$ cat config.mk
export PLATFORM = sky130hd
export DESIGN_NAME = matmul_seq_engine
export DESIGN_NICKNAME = d
export VERILOG_FILES = /design/src/rtl/matmul_seq_engine.sv
export SDC_FILE = /design/constraint.sdc
export NUM_CORES = 1
export LEC_CHECK = 0
export CAP_MARGIN = 20
export CORE_MARGIN = 4
export CORE_UTILIZATION = 54
export DETAILED_ROUTE_END_ITERATION = 7
export PLACE_DENSITY = 0.81
export SLEW_MARGIN = 10
export SYNTH_ARGS = -nofsm -noshare
export SYNTH_HDL_FRONTEND = slang
export SYNTH_SLANG_ARGS = --single-unit
$ cat constraint.sdc
create_clock -name clk_in -period 22.7 [get_ports clk_in]
set_clock_uncertainty 0.2 [all_clocks]
set_input_delay 3.405 -clock clk_in [delete_from_list [all_inputs] [get_ports clk_in]]
set_output_delay 3.405 -clock clk_in [all_outputs]
set_load 0.01 [all_outputs]
$ cat src/rtl/matmul_seq_engine.sv
// Purpose: walks an N x N result grid row-major; per cell fetches A[row]/B[col], emits the dot product (MUL) or a forwarded element (PASS_A/PASS_B).
// Latency: accept-to-valid_out is 1 cycle in pass modes and N+1 cycles in MUL; per cell 3 (pass) or N+3 (MUL) cycles plus memory wait.
// Backpressure: none on the result side; waits indefinitely in WAIT for a response tagged with the requested row/col, dropping any other.
module matmul_seq_engine #(
    parameter int N    = 32,
    parameter int DW   = 8,
    parameter int IDXW = $clog2(N),
    parameter int ACCW = 2*DW + $clog2(N)
) (
    input  logic                   clk_in,
    input  logic                   rst_in,
    input  logic                   start,
    input  logic [1:0]             mode,
    input  logic                   abort,
    input  logic [N-1:0][DW-1:0]   matA_row,
    input  logic [N-1:0][DW-1:0]   matB_col,
    input  logic [IDXW-1:0]        row_in,
    input  logic [IDXW-1:0]        col_in,
    input  logic                   val_rows,
    output logic                   new_request,
    output logic [IDXW-1:0]        row_req,
    output logic [IDXW-1:0]        col_req,
    output logic [IDXW-1:0]        row_out,
    output logic [IDXW-1:0]        col_out,
    output logic [ACCW-1:0]        matrix_val,
    output logic                   valid_out,
    output logic                   busy,
    output logic                   done
);

    typedef enum logic [2:0] {
        S_IDLE,
        S_REQ,
        S_WAIT,
        S_MAC,
        S_EMIT
    } state_t;

    localparam logic [1:0]      M_PASS_A = 2'd0;
    localparam logic [1:0]      M_MUL    = 2'd2;
    localparam logic [1:0]      M_RSVD   = 2'd3;
    localparam logic [IDXW-1:0] LAST     = IDXW'(N - 1);

    state_t                 state_q, state_d;
    logic [1:0]             mode_q, mode_d;
    logic [IDXW-1:0]        row_q, row_d;
    logic [IDXW-1:0]        col_q, col_d;
    logic [IDXW-1:0]        k_q, k_d;
    logic [ACCW-1:0]        acc_q, acc_d;
    logic [N-1:0][DW-1:0]   a_q, a_d;
    logic [N-1:0][DW-1:0]   b_q, b_d;
    logic [IDXW-1:0]        row_out_q, row_out_d;
    logic [IDXW-1:0]        col_out_q, col_out_d;
    logic [ACCW-1:0]        val_q, val_d;
    logic                   done_q, done_d;
    logic [ACCW-1:0]        prod;
    logic                   tag_match;

    // State and datapath registers; everything clears asynchronously on reset
    always_ff @(posedge clk_in or posedge rst_in) begin
        if (rst_in) begin
            state_q   <= S_IDLE;
            mode_q    <= '0;
            row_q     <= '0;
            col_q     <= '0;
            k_q       <= '0;
            acc_q     <= '0;
            a_q       <= '0;
            b_q       <= '0;
            row_out_q <= '0;
            col_out_q <= '0;
            val_q     <= '0;
            done_q    <= 1'b0;
        end else begin
            state_q   <= state_d;
            mode_q    <= mode_d;
            row_q     <= row_d;
            col_q     <= col_d;
            k_q       <= k_d;
            acc_q     <= acc_d;
            a_q       <= a_d;
            b_q       <= b_d;
            row_out_q <= row_out_d;
            col_out_q <= col_out_d;
            val_q     <= val_d;
            done_q    <= done_d;
        end
    end

    // Next-state logic: cell walk, response matching, MAC and result capture, abort override
    always_comb begin
        state_d   = state_q;
        mode_d    = mode_q;
        row_d     = row_q;
        col_d     = col_q;
        k_d       = k_q;
        acc_d     = acc_q;
        a_d       = a_q;
        b_d       = b_q;
        row_out_d = row_out_q;
        col_out_d = col_out_q;
        val_d     = val_q;
        done_d    = done_q;
        prod      = ACCW'(a_q[k_q]) * ACCW'(b_q[k_q]);
        tag_match = val_rows && (row_in == row_q) && (col_in == col_q);

        case (state_q)
            S_IDLE: begin
                if (start && (mode != M_RSVD)) begin
                    mode_d  = mode;
                    row_d   = '0;
                    col_d   = '0;
                    done_d  = 1'b0;
                    state_d = S_REQ;
                end
            end
            S_REQ: begin
                state_d = S_WAIT;
            end
            S_WAIT: begin
                if (tag_match) begin
                    a_d = matA_row;
                    b_d = matB_col;
                    if (mode_q == M_MUL) begin
                        k_d     = '0;
                        acc_d   = '0;
                        state_d = S_MAC;
                    end else begin
                        // Pass modes publish the selected element straight away
                        row_out_d = row_q;
                        col_out_d = col_q;
                        val_d     = (mode_q == M_PASS_A) ? ACCW'(matA_row[col_q])
                                                         : ACCW'(matB_col[row_q]);
                        state_d   = S_EMIT;
                    end
                end
            end
            S_MAC: begin
                acc_d = acc_q + prod;
                k_d   = k_q + 1'b1;
                if (k_q == LAST) begin
                    row_out_d = row_q;
                    col_out_d = col_q;
                    val_d     = acc_d;
                    state_d   = S_EMIT;
                end
            end
            S_EMIT: begin
                if (col_q == LAST) begin
                    col_d = '0;
                    if (row_q == LAST) begin
                        row_d   = '0;
                        done_d  = 1'b1;
                        state_d = S_IDLE;
                    end else begin
                        row_d   = row_q + 1'b1;
                        state_d = S_REQ;
                    end
                end else begin
                    col_d   = col_q + 1'b1;
                    state_d = S_REQ;
                end
            end
            default: begin
                state_d = S_IDLE;
            end
        endcase

        // Abort wins over every transition of a running walk and suppresses any result capture
        if ((state_q != S_IDLE) && abort) begin
            state_d   = S_IDLE;
            row_d     = '0;
            col_d     = '0;
            k_d       = '0;
            done_d    = done_q;
            row_out_d = row_out_q;
            col_out_d = col_out_q;
            val_d     = val_q;
        end
    end

    // Strobes decode straight from the state so reset clears them immediately
    always_comb begin
        new_request = (state_q == S_REQ);
        valid_out   = (state_q == S_EMIT);
        busy        = (state_q != S_IDLE);
        row_req     = row_q;
        col_req     = col_q;
        row_out     = row_out_q;
        col_out     = col_out_q;
        matrix_val  = val_q;
        done        = done_q;
    end

endmodule

==> out/qor.yml <==
power.switching_mw: 0.773
gp_congestion: 0.934
yosysTopAreaCell: "dfrtp_1"
status: "complete, no violations"
whs_path_depth: 1
ff2ff_setup_slack_ns: 13.89
fin_tns_setup_ns: 0
io_buffers: 573
cts_buffer_depth: 3
rr_worst_depth: 22
crit_fanout: 45
fp.dieH_um: 258
drive_gt1_frac: 0.167
ctsHoldBuffers: 0
fp.dieW_um: 258
dp_cells: 3611
netlist_top_cells_count: "dfrtp_1 (585), mux2_1 (480), mux4_2 (260), inv_1 (98), mux2i_1 (83)"
avgSynthCellArea_um2: 14.4
finalNonFillerCells: 3769
p_seq_frac: 0.411
crit_type: "flop to flop"
post_cts_resized: 0
worstHoldEndpoint: "b_q[145]$_DFFE_PP0P_"
final.min_clock_period_ns: 8.81
required_ns: 22.99
vias: 23800
ys.flop_type: "dfrtp_1"
fin_nets: 3471
dp_hpwl_um: 79000
peakVddDrop_v: 0.0000513
maxCapViolCount: 0
drt_wl_total_um: 108000
layout_setup_ws_ns: 13.89
worst-slew-pin-transition_ns: 1.31
viasPerCell: 6.30
slew_headroom: 0.124
grt_start_max_net_pins: 192
ios: 574
drtAntennaViolNets: 0
tritoncts: "yes"
cts.sinks: 585
fin_area_mm2: 0.0419
rsz0062_at_grt: "false"
die-area_mm2: 0.0663
antenna_found_initial: 48
syn_nets: 2964
period_share: 0.388
syn_inst: 2338
p_comb_frac: 0.199
clock_power_share: 0.390
drt_iter0_drc: 2293
track_usage: 0.322
overflow: 0
start_util: 0.545
postPlaceCellArea_mm2: 0.0396
worst_ep_arrival_time_ns: 9.10
netlist_area_mm2: 0.0336
postCtsSetupRepairBufs: 0
critical_path.startpoint: "k_q[0]$_DFFE_PP0P_"
seq_area_frac_synth: 0.435
cts_root_buf: "clkbuf_16"
grt_pass1_wl_um: 162000
p_int_mw: 1.94
hp-class: "flop to flop"
path_clk_slew_ns: 0.06
min-delay-start: "b_q[145]$_DFFE_PP0P_"
finalSetupViolations: 0
p_leak_nw: 18.9
htree_levels: 3
synth_edf_count: 0
worstReg2RegEnd: "matrix_val[17]$_DFFE_PP0P_"
core_area_mm2: 0.0617
cts_made_buffers: 66
finalMaxSlewViolations: 0
pwr_density_cell_mw_per_mm2: 64.8
synth_cell_types: 59
place_ws_ns: 13.89
area_delta_synth_final_pct: 24.5
synth_seq_cells: 585
reg2reg_from: "k_q[0]$_DFFE_PP0P_"
cp-start-kind: "flop"
yosysWarnings: 0
firstDrtPassIters: 5
route.detailed.drc: 0
grt_pass1_vias: 25600
synthArstFlopShare: 1.00
end_kind: "flop"
synth_most_common_cell: "dfrtp_1"
netSwitchingFraction: 0.285
routedWlPerCell_um: 28.5
rows: 91
synth_area_leaders: "dfrtp_1 (44%), mux4_2 (17%), mux2_1 (16%)"
power_mw: 2.71
fmax_mhz: 114
clk_latency_ns: 0.61
hold_viol_final: 0
synth.top_cell.area_share: 0.435
-- how the worst max path moves through the flow --
stage                            endpoint  slack (ns)  cells after the start
3_3_place_gp   matrix_val[17]$_DFFE_PP0P_       14.03                     22
5_1_grt        matrix_val[17]$_DFFE_PP0P_       13.35                     22
3_5_place_dp   matrix_val[17]$_DFFE_PP0P_       13.89                     22
2_1_floorplan          a_q[0]$_DFFE_PP0P_        2.73                      1
6_report       matrix_val[17]$_DFFE_PP0P_       13.89                     22
4_1_cts        matrix_val[17]$_DFFE_PP0P_       13.89                     22
-- flip-flops by register name, summed over array words and instances (netlist names) --
name,count
a_q,256
acc_q,21
b_q,256
col_out,5
col_req,5
done,1
k_q,5
matrix_val,21
mode_q,2
row_out,5
row_req,5
state_q,3
-- worst max-delay path: stages (launching register included) --
cell and delay [ns]:
dfrtp_4 0.80, buf_4 0.84, buf_4 0.64, mux4_2 0.56, mux4_2 0.55, mux2i_4 0.32
nor2_1 0.13, fa_1 0.52, inv_1 0.05, fa_1 0.53, inv_1 0.05, fa_1 0.48
inv_1 0.05, fa_1 0.47, inv_1 0.04, ha_1 0.33, a21oi_1 0.16, nor2b_1 0.06
a311oi_1 0.66, o21ai_0 0.33, a221oi_1 0.42, xnor2_1 0.15, a22o_1 0.21
-- stage by stage --
stage	hold WS, ns	util
2_1_floorplan	0.246	-
3_3_place_gp	0.262	0.641
3_5_place_dp	0.269	0.641
4_1_cts	0.281	0.675
5_1_grt	0.291	0.678
6_report	0.278	0.678
-- area by class of cell --
cell class | count | area, um^2
Clock inverter | 25 | 220
Inverter | 99 | 379
Antenna cell | 39 | 97.6
Timing Repair Buffer | 608 | 6100
Clock buffer | 91 | 1900
Multi-Input combinational cell | 1485 | 17500
Fill cell | 4348 | 19800
Sequential cell | 585 | 14700
Tap cell | 837 | 1050
-- logic make-up after synthesis --
| group | count (synthesis) | synth area share |
|---|---|---|
| and+or+nand+nor | 266 | 0.0388 |
| muxes | 888 | 0.386 |
| adders and majority gates | 97 | 0.0472 |
| DFF | 585 | 0.435 |
| AOI/OAI and AO/OA | 212 | 0.0413 |
| xor gates and xnor gates | 22 | 0.00573 |
| buffers and inverters | 268 | 0.0458 |
-- metal layers --
| layer | wire length [um] | global-route usage |
|---|---|---|
| met2 | 52500 | 0.513 |
| met4 | 4770 | 0.143 |
| met5 | 142 | 0 |
| met1 | 41500 | 0.429 |
| met3 | 8610 | 0.0751 |
-- power by group through the flow --
stage	Combinational, mW	Sequential (mW)	Clock (mW)
floorplan	0.318	1.11	0
global placement	0.528	1.13	0
detailed placement	0.536	1.13	0
CTS	0.538	1.12	1.07
global route	0.578	1.12	1.11
finish	0.540	1.12	1.06
-- layout by cell type (no fill, tap or decap), types with 13 or more instances in the layout --
master             n
nand2b_1          22
mux2_2            51
clkbuf_8          13
diode_2           39
a211oi_1          25
clkdlybuf4s50_1  573
inv_1             97
mux2i_4           14
xnor2_1           18
nor2b_1           28
nand3_1           13
ha_1              47
mux2_1           480
o22ai_1           30
a21oi_1           36
clkbuf_16         67
mux2i_1           83
o21ai_0           47
mux4_2           260
nand2_1           60
fa_1              50
nor3_1            17
clkinv_2          13
nor2_1            76
dfrtp_1          574
buf_4             29
Note: power is estimated with default switching activity, not from simulation.
